==> config.mk <==
export PLATFORM = sky130hd
export DESIGN_NAME = debouncer
export DESIGN_NICKNAME = d
export VERILOG_FILES = /design/src/rtl/debounce_pkg.sv /design/src/rtl/synchronizer.sv /design/src/rtl/debouncer.sv
export SDC_FILE = /design/constraint.sdc
export NUM_CORES = 1
export LEC_CHECK = 0
export BUFFER_PORTS_ARGS = -buffer_cell sky130_fd_sc_hd__buf_2
export CAP_MARGIN = 20
export CORE_AREA = 3 3 40 42
export CTS_CLUSTER_DIAMETER = 100
export DETAILED_ROUTE_END_ITERATION = 7
export DIE_AREA = 0 0 43 45
export GPL_TIMING_DRIVEN = 0
export PLACE_DENSITY = 0.57
export SLEW_MARGIN = 10
export SYNTH_ARGS = -nofsm -noshare
export SYNTH_HDL_FRONTEND = slang
export SYNTH_HIERARCHICAL = 1
export SYNTH_SLANG_ARGS = --single-unit
==> constraint.sdc <==
create_clock -name clk -period 1.65 [get_ports clk]
set_input_delay 0.4125 -clock clk [delete_from_list [all_inputs] [get_ports clk]]
set_output_delay 0.4125 -clock clk [all_outputs]
set_load 0.02 [all_outputs]
==> src/rtl/debounce_pkg.sv <==
// Shared types and default constants for the debouncer.
//   debounce_state_t        : FSM state encoding used by the debouncer top.
//   DEBOUNCE_SYNC_STAGES    : default synchronizer depth.
//   DEBOUNCE_STABLE_CYCLES  : default number of settled samples needed to move out.
package debounce_pkg;

  typedef enum logic [1:0] {
    ST_LOW,
    ST_WAIT_HIGH,
    ST_HIGH,
    ST_WAIT_LOW
  } debounce_state_t;

  localparam int DEBOUNCE_SYNC_STAGES   = 2;
  localparam int DEBOUNCE_STABLE_CYCLES = 16;

endpackage

==> src/rtl/synchronizer.sv <==
// Multi-flop synchronizer for a single asynchronous bit.
//   clk : destination clock
//   rst : asynchronous active-low reset, clears every stage
//   d   : asynchronous input
//   q   : synchronized output (last stage of the chain)
module synchronizer #(
  parameter int STAGES = 2
) (
  input  logic clk,
  input  logic rst,
  input  logic d,
  output logic q
);

  logic [STAGES-1:0] s;

  always_ff @(posedge clk or negedge rst) begin
    if (!rst) begin
      s <= '0;
    end else begin
      s <= {s[STAGES-2:0], d};
    end
  end

  assign q = s[STAGES-1];

endmodule

==> src/rtl/debouncer.sv <==
// Debouncer: turns a raw, bouncing asynchronous input into a clean level that
// only changes after STABLE_CYCLES consecutive synchronized samples at the new
// level.
//   clk  : single clock, rising edge
//   rst  : asynchronous active-low reset
//   in   : raw asynchronous input
//   out  : debounced level, registered
//   busy : high while a candidate transition is being qualified, registered
module debouncer
  import debounce_pkg::*;
#(
  parameter int SYNC_STAGES   = DEBOUNCE_SYNC_STAGES,
  parameter int STABLE_CYCLES = DEBOUNCE_STABLE_CYCLES
) (
  input  logic clk,
  input  logic rst,
  input  logic in,
  output logic out,
  output logic busy
);

  localparam int CNT_W = $clog2(STABLE_CYCLES + 1);
  localparam logic [CNT_W-1:0] CNT_LAST = CNT_W'(STABLE_CYCLES - 1);
  localparam logic [CNT_W-1:0] CNT_ONE  = CNT_W'(1);

  logic            sync_in;
  debounce_state_t state;
  logic [CNT_W-1:0] cnt;

  synchronizer #(
    .STAGES(SYNC_STAGES)
  ) u_sync (
    .clk(clk),
    .rst(rst),
    .d  (in),
    .q  (sync_in)
  );

  // out/busy are assigned alongside the next state so they move on the same
  // edge as the state. cnt holds the number of samples already seen at the
  // candidate level; a single old-level sample discards all of it, and
  // rejection is checked before completion so it wins a tie.
  always_ff @(posedge clk or negedge rst) begin
    if (!rst) begin
      state <= ST_LOW;
      cnt   <= '0;
      out   <= 1'b0;
      busy  <= 1'b0;
    end else begin
      case (state)
        ST_LOW: begin
          if (sync_in) begin
            state <= ST_WAIT_HIGH;
            cnt   <= CNT_ONE;
            out   <= 1'b0;
            busy  <= 1'b1;
          end else begin
            cnt   <= '0;
            out   <= 1'b0;
            busy  <= 1'b0;
          end
        end
        ST_WAIT_HIGH: begin
          if (!sync_in) begin
            state <= ST_LOW;
            cnt   <= '0;
            out   <= 1'b0;
            busy  <= 1'b0;
          end else if (cnt == CNT_LAST) begin
            state <= ST_HIGH;
            cnt   <= '0;
            out   <= 1'b1;
            busy  <= 1'b0;
          end else begin
            cnt   <= cnt + CNT_ONE;
            out   <= 1'b0;
            busy  <= 1'b1;
          end
        end
        ST_HIGH: begin
          if (!sync_in) begin
            state <= ST_WAIT_LOW;
            cnt   <= CNT_ONE;
            out   <= 1'b1;
            busy  <= 1'b1;
          end else begin
            cnt   <= '0;
            out   <= 1'b1;
            busy  <= 1'b0;
          end
        end
        ST_WAIT_LOW: begin
          if (sync_in) begin
            state <= ST_HIGH;
            cnt   <= '0;
            out   <= 1'b1;
            busy  <= 1'b0;
          end else if (cnt == CNT_LAST) begin
            state <= ST_LOW;
            cnt   <= '0;
            out   <= 1'b0;
            busy  <= 1'b0;
          end else begin
            cnt   <= cnt + CNT_ONE;
            out   <= 1'b1;
            busy  <= 1'b1;
          end
        end
        default: begin
          state <= ST_LOW;
          cnt   <= '0;
          out   <= 1'b0;
          busy  <= 1'b0;
        end
      endcase
    end
  end

endmodule

# Word level (Yosys, flattened, before mapping)
# Index checks and enable logic that the tools add are counted.
# op_classes
add_sub_neg	1
mul	0
n_div	0
magnitude_cmp	0
n_eq_ne	8
shifts	0
n_mux	23
n_bitwise	0
n_reduce_logical	2
# op_table
operator	count
case mux 5 bit (4 select lines)	1
2-to-1 mux 5 bit	3
2-to-1 mux 2 bit	6
2-to-1 mux 1 bit	10
case mux 1 bit (4 select lines)	2
case mux 2 bit (4 select lines)	1
adder 5 x 1 -> 5 bit, second input constant	1
equality test 5 x 4 -> 1 bit, second input constant	1
equality test 2 bit, second input constant	2
AND reduction 4 bit	1
!= test 3 x 2 -> 1 bit, second input constant	1
!= test 3 bit, second input constant	1
equality test 2 x 1 -> 1 bit, second input constant	1
logical NOT 2 bit	1
!= test 2 x 1 -> 1 bit, second input constant	1
!= test 2 bit, second input constant	1
# totals
reg_bits	11
latchBits	0
mem_bits_rw	0
rom_bits	0
inputBits	3
mem_count	0

# Logic depth before layout (Yosys ltp)
# logic_depth
depth_word	4
mapped_depth	4

# Hierarchy
# Netlist, hierarchy kept.
# by_module_without_submodules
module	n_inst	cells_each	area_per_inst_um2
debouncer	1	31	400.4
synchronizer	1	2	50.0

# Worst setup path before layout
# No wires, ideal clock.
# synth_timing
kind	register to register
from	register cnt[0]
to	register with a tool-made name
setup_time_ns	0.125
arrival_ns	1.254
required_ns	1.525
path_slack_ns	0.271
stages_incl_launch_ff	5
n_path_buf	0
synth_period_minus_slack_ns	1.379
cell_sequence	dfrtp_1 ha_1 nand3_1 nor3_2 mux2_2
# synth_rtl
element	line_no	text
start: declaration	debouncer.sv:28	logic [CNT_W-1:0] cnt;
start signal: assignment	debouncer.sv:75	cnt <= cnt + CNT_ONE;
start signal: assignment	debouncer.sv:104	cnt <= cnt + CNT_ONE;

# Final worst setup path
# layout_timing
from	register cnt[0]
to	register out
# layout_between
elab_chain_len	4
# layout_lines
element	line_no	text
equality test 5 x 4 -> 1 bit *	debouncer.sv:69, debouncer.sv:98	
2-to-1 mux 1 bit (on tied branches)	debouncer.sv:98, debouncer.sv:69	
2-to-1 mux 1 bit (on tied branches)	debouncer.sv:93, debouncer.sv:64	
case mux 1 bit (4 select lines) *	debouncer.sv:50	case (state)
end signal: assignment	debouncer.sv:72	out <= 1'b1;
end signal: assignment	debouncer.sv:96	out <= 1'b1;
end signal: assignment	debouncer.sv:101	out <= 1'b0;
end: declaration	debouncer.sv:18	output logic out,
# Every way passes the cells marked *; elsewhere a longest branch is shown, timed or not.
# A chain may end at the register's enable or synchronous reset.

==> out/qor.tcl <==
set qor(cell_internal_pwr_mw) 0.3847
set qor(worstHoldEndpoint) {u_sync/s[0]}
set qor(layout-drive-gt1-share) 0.4048
set qor(total_switching_power_mw) 0.1088
set qor(post_synthesis_net_count) 37
set qor(fin_worst_skew_ns) 0.0008406
set qor(final.min_clock_period_ns) 1.509
set qor(core_area_mm2) 0.001285
set qor(largest_net_degree_at_the_start_of_global_routing) 12
set qor(p_seq_frac) 0.580
set qor(netlist_area_um2) 450.4
set qor(number_of_nets_with_antenna_violations_after_detailed_routing) 0
set qor(clock_power_share) 0.364
set qor(routability_congestion_estimate_from_global_placement) 0.7665
set qor(reg2reg_depth) 4
set qor(post_cts.repair.setup_buffers) 0
set qor(rrSetupSlack_ns) 0.14
set qor(core.rowCount) 13
set qor(layout_setup_ws_ns) 0.1408
set qor(cp.required_ns) 1.80
set qor(final_common_cell) {dfrtp_1}
set qor(final_report_max_slew_violation_count) 0
set qor(io_buffers) 4
set qor(timing.hold.worst.start) {in}
set qor(ys_types) 16
set qor(antennaDiodeCount) 0
set qor(total_power_mw) 0.4934
set qor(timing_worst_slew_pin_value_ns) 0.2372
set qor(count_of_state_elements_after_synthesis) 11
set qor(grt.total_usage) 0.09831
set qor(finalHoldViolations) 0
set qor(timing.critical_path.to_type) {register}
set qor(top_library_cells_by_usage_in_the_layout_fill_and_taps_aside) {dfrtp_1, buf_2, mux2_2, nand2_1, clkbuf_4}
set qor(cts.reportedPaths.clkPinSlew_ns) 0.07
set qor(worstReg2RegEnd) {out}
set qor(number_of_antenna_violations_at_the_first_check_in_global_routing) 0
set qor(synth_area_per_cell_um2) 13.65
set qor(switching_share) 0.2204
set qor(synthesis.yosys.warnings) 6
set qor(p_leak_nw) 0.2390
set qor(setup_viol) 0
set qor(number_of_sinks_handled_by_clock_tree_synthesis) 11
set qor(p_per_area_mw_per_mm2) 927.9
set qor(initial_core_util) 0.3505
set qor(worstSetupPathType) {register to register}
set qor(crit_path_max_fanout) 4
set qor(route.final.wire_length_um) 719
set qor(die-area_mm2) 0.001935
set qor(cts_tree) {built}
set qor(drv.max_cap_violation_count) 0
set qor(route.vias.total) 265
set qor(timing.fmax_ghz) 0.6626
set qor(drtPass1Iterations) 1
set qor(grt_pass1_wl_mm) 1.276
set qor(combinational_power_share) 0.056
set qor(hold_depth) 1
set qor(rr_startpoint) {cnt[0]}
set qor(rsz0062_at_grt) {no}
set qor(clk_root_buffer_cell) {clkbuf_4}
set qor(total_non_filler_cell_area_in_the_finished_layout_um2) 531.8
set qor(initialDrtViolationCount) 0
set qor(floorplan.die.height_um) 45
set qor(worst-endpoint-arrival_ns) 1.66
set qor(placement_setup_slack_ns) 0.1032
set qor(fin_tns_setup_ns) 0
set qor(synth_cells) 33
set qor(final_nets) 47
set qor(dp.final_hpwl_um) 557.1
set qor(areaGrowthSynthToFinish_pct) 18.06
set qor(finalCoreUtilization) 0.4138
set qor(floorplan.io_pins) 5
set qor(irDropWorstVdd_mv) 0.4134
set qor(dpl-instance-area_um2) 489.2
set qor(worstSetupStartpoint) {cnt[0]}
set qor(slew_headroom) 0.8419
set qor(critical_path.startpoint_type) {register}
set qor(viasPerCell) 4.649
set qor(final.period_utilization) 0.9147
set qor(synth-seq-area-share) 0.6111
set qor(die_w_um) 43
set qor(cts.path.max_buffers) 2
set qor(cts_made_buffers) 3
set qor(detail_route.wl_per_cell_um) 12.61
set qor(drt_drc_violations_left) 0
set qor(min-delay-path-class) {input port to register}
set qor(htree_num_levels) 1
set qor(worst_skew_pair.late_latency_ns) 0.27
set qor(grt.overflow.total) 0
set qor(status) {finished clean}
set qor(via_count_of_the_first_global_routing_pass) 303
-- cell usage after synthesis --
| cell | number | area [um2] |
|---|---|---|
| inv_1 | 1 | 3.750 |
| nand3_1 | 3 | 15.01 |
| a21boi_4 | 1 | 18.77 |
| nor3_2 | 1 | 10.01 |
| a21oi_1 | 1 | 5.000 |
| o31a_1 | 1 | 8.760 |
| nand2_1 | 3 | 11.26 |
| nand2b_1 | 1 | 6.260 |
| mux2_2 | 3 | 33.78 |
| xnor2_1 | 1 | 8.760 |
| dfrtp_1 | 11 | 275.3 |
| and3_2 | 1 | 7.510 |
| ha_1 | 1 | 12.51 |
| nor2_1 | 2 | 7.510 |
| o31a_2 | 1 | 10.01 |
| xor2_2 | 1 | 16.27 |
-- how the worst max path moves through the flow --
stage and to:
2_1_floorplan register, 3_3_place_gp out, 3_5_place_dp register, 4_1_cts out
5_1_grt out, 6_report out
-- cells by family after synthesis --
group / share of synthesized area
AND/OR/NAND/NOR: 0.1278
flip-flops: 0.6111
AO/OA/AOI/OAI: 0.09444
multiplexers: 0.07499
XOR/XNOR: 0.05557
buffers and inverters: 0.008325
adder cells (fa/ha/maj): 0.02777
-- per-stage QoR --
step	std cells	hold slack, ns
finish	57	0.2480
global route	57	0.2365
CTS	57	0.2372
detailed placement	52	0.2896
global placement	52	0.2872
floorplan	33	0.1169
-- flip-flops by register name (all words and copies together) (netlist names), named ones only --
signal    cells
busy          1
cnt           5
state         1
out           1
u_sync/s      2
-- power groups by stage --
stage / logic, mW / clock network, mW / registers, mW
floorplan: 0.0137 / 0 / 0.291
global placement: 0.0256 / 0 / 0.290
detailed placement: 0.0265 / 0 / 0.291
CTS: 0.0284 / 0.189 / 0.286
global route: 0.0315 / 0.194 / 0.287
finish: 0.0277 / 0.180 / 0.286
-- timing repair --
action                                 4_1_cts  5_1_grt
hold buffers                                 1        0
endpoints found under the hold margin       11        0
setup endpoints to repair                    0        2
resized for setup                            0        2
-- critical path, stage by stage (launching register included) --
cell     delay, ns
dfrtp_2       0.41
ha_1          0.24
nand3_2       0.14
nor3_2        0.25
mux2_2        0.36
-- per-layer routing --
layer  share of wire  routed length (um)  up-vias  GRT usage
met5               0                   0        -          0
met4           0.043                  31        0     0.1084
met3           0.042                  30        4    0.03586
met2            0.55                 395        6     0.1617
met1            0.36                 262      124    0.08883
li1                -                   -      131          -
-- final cells by class --
cell class | count | area, um2
Tap cell | 15 | 18.77
Sequential cell | 11 | 276.5
Timing Repair Buffer | 5 | 30.03
Fill cell | 120 | 753.2
Multi-Input combinational cell | 21 | 176.4
Clock buffer | 4 | 26.28
Inverter | 1 | 3.754
No activity file was read; power rests on OpenSTA's default activity.
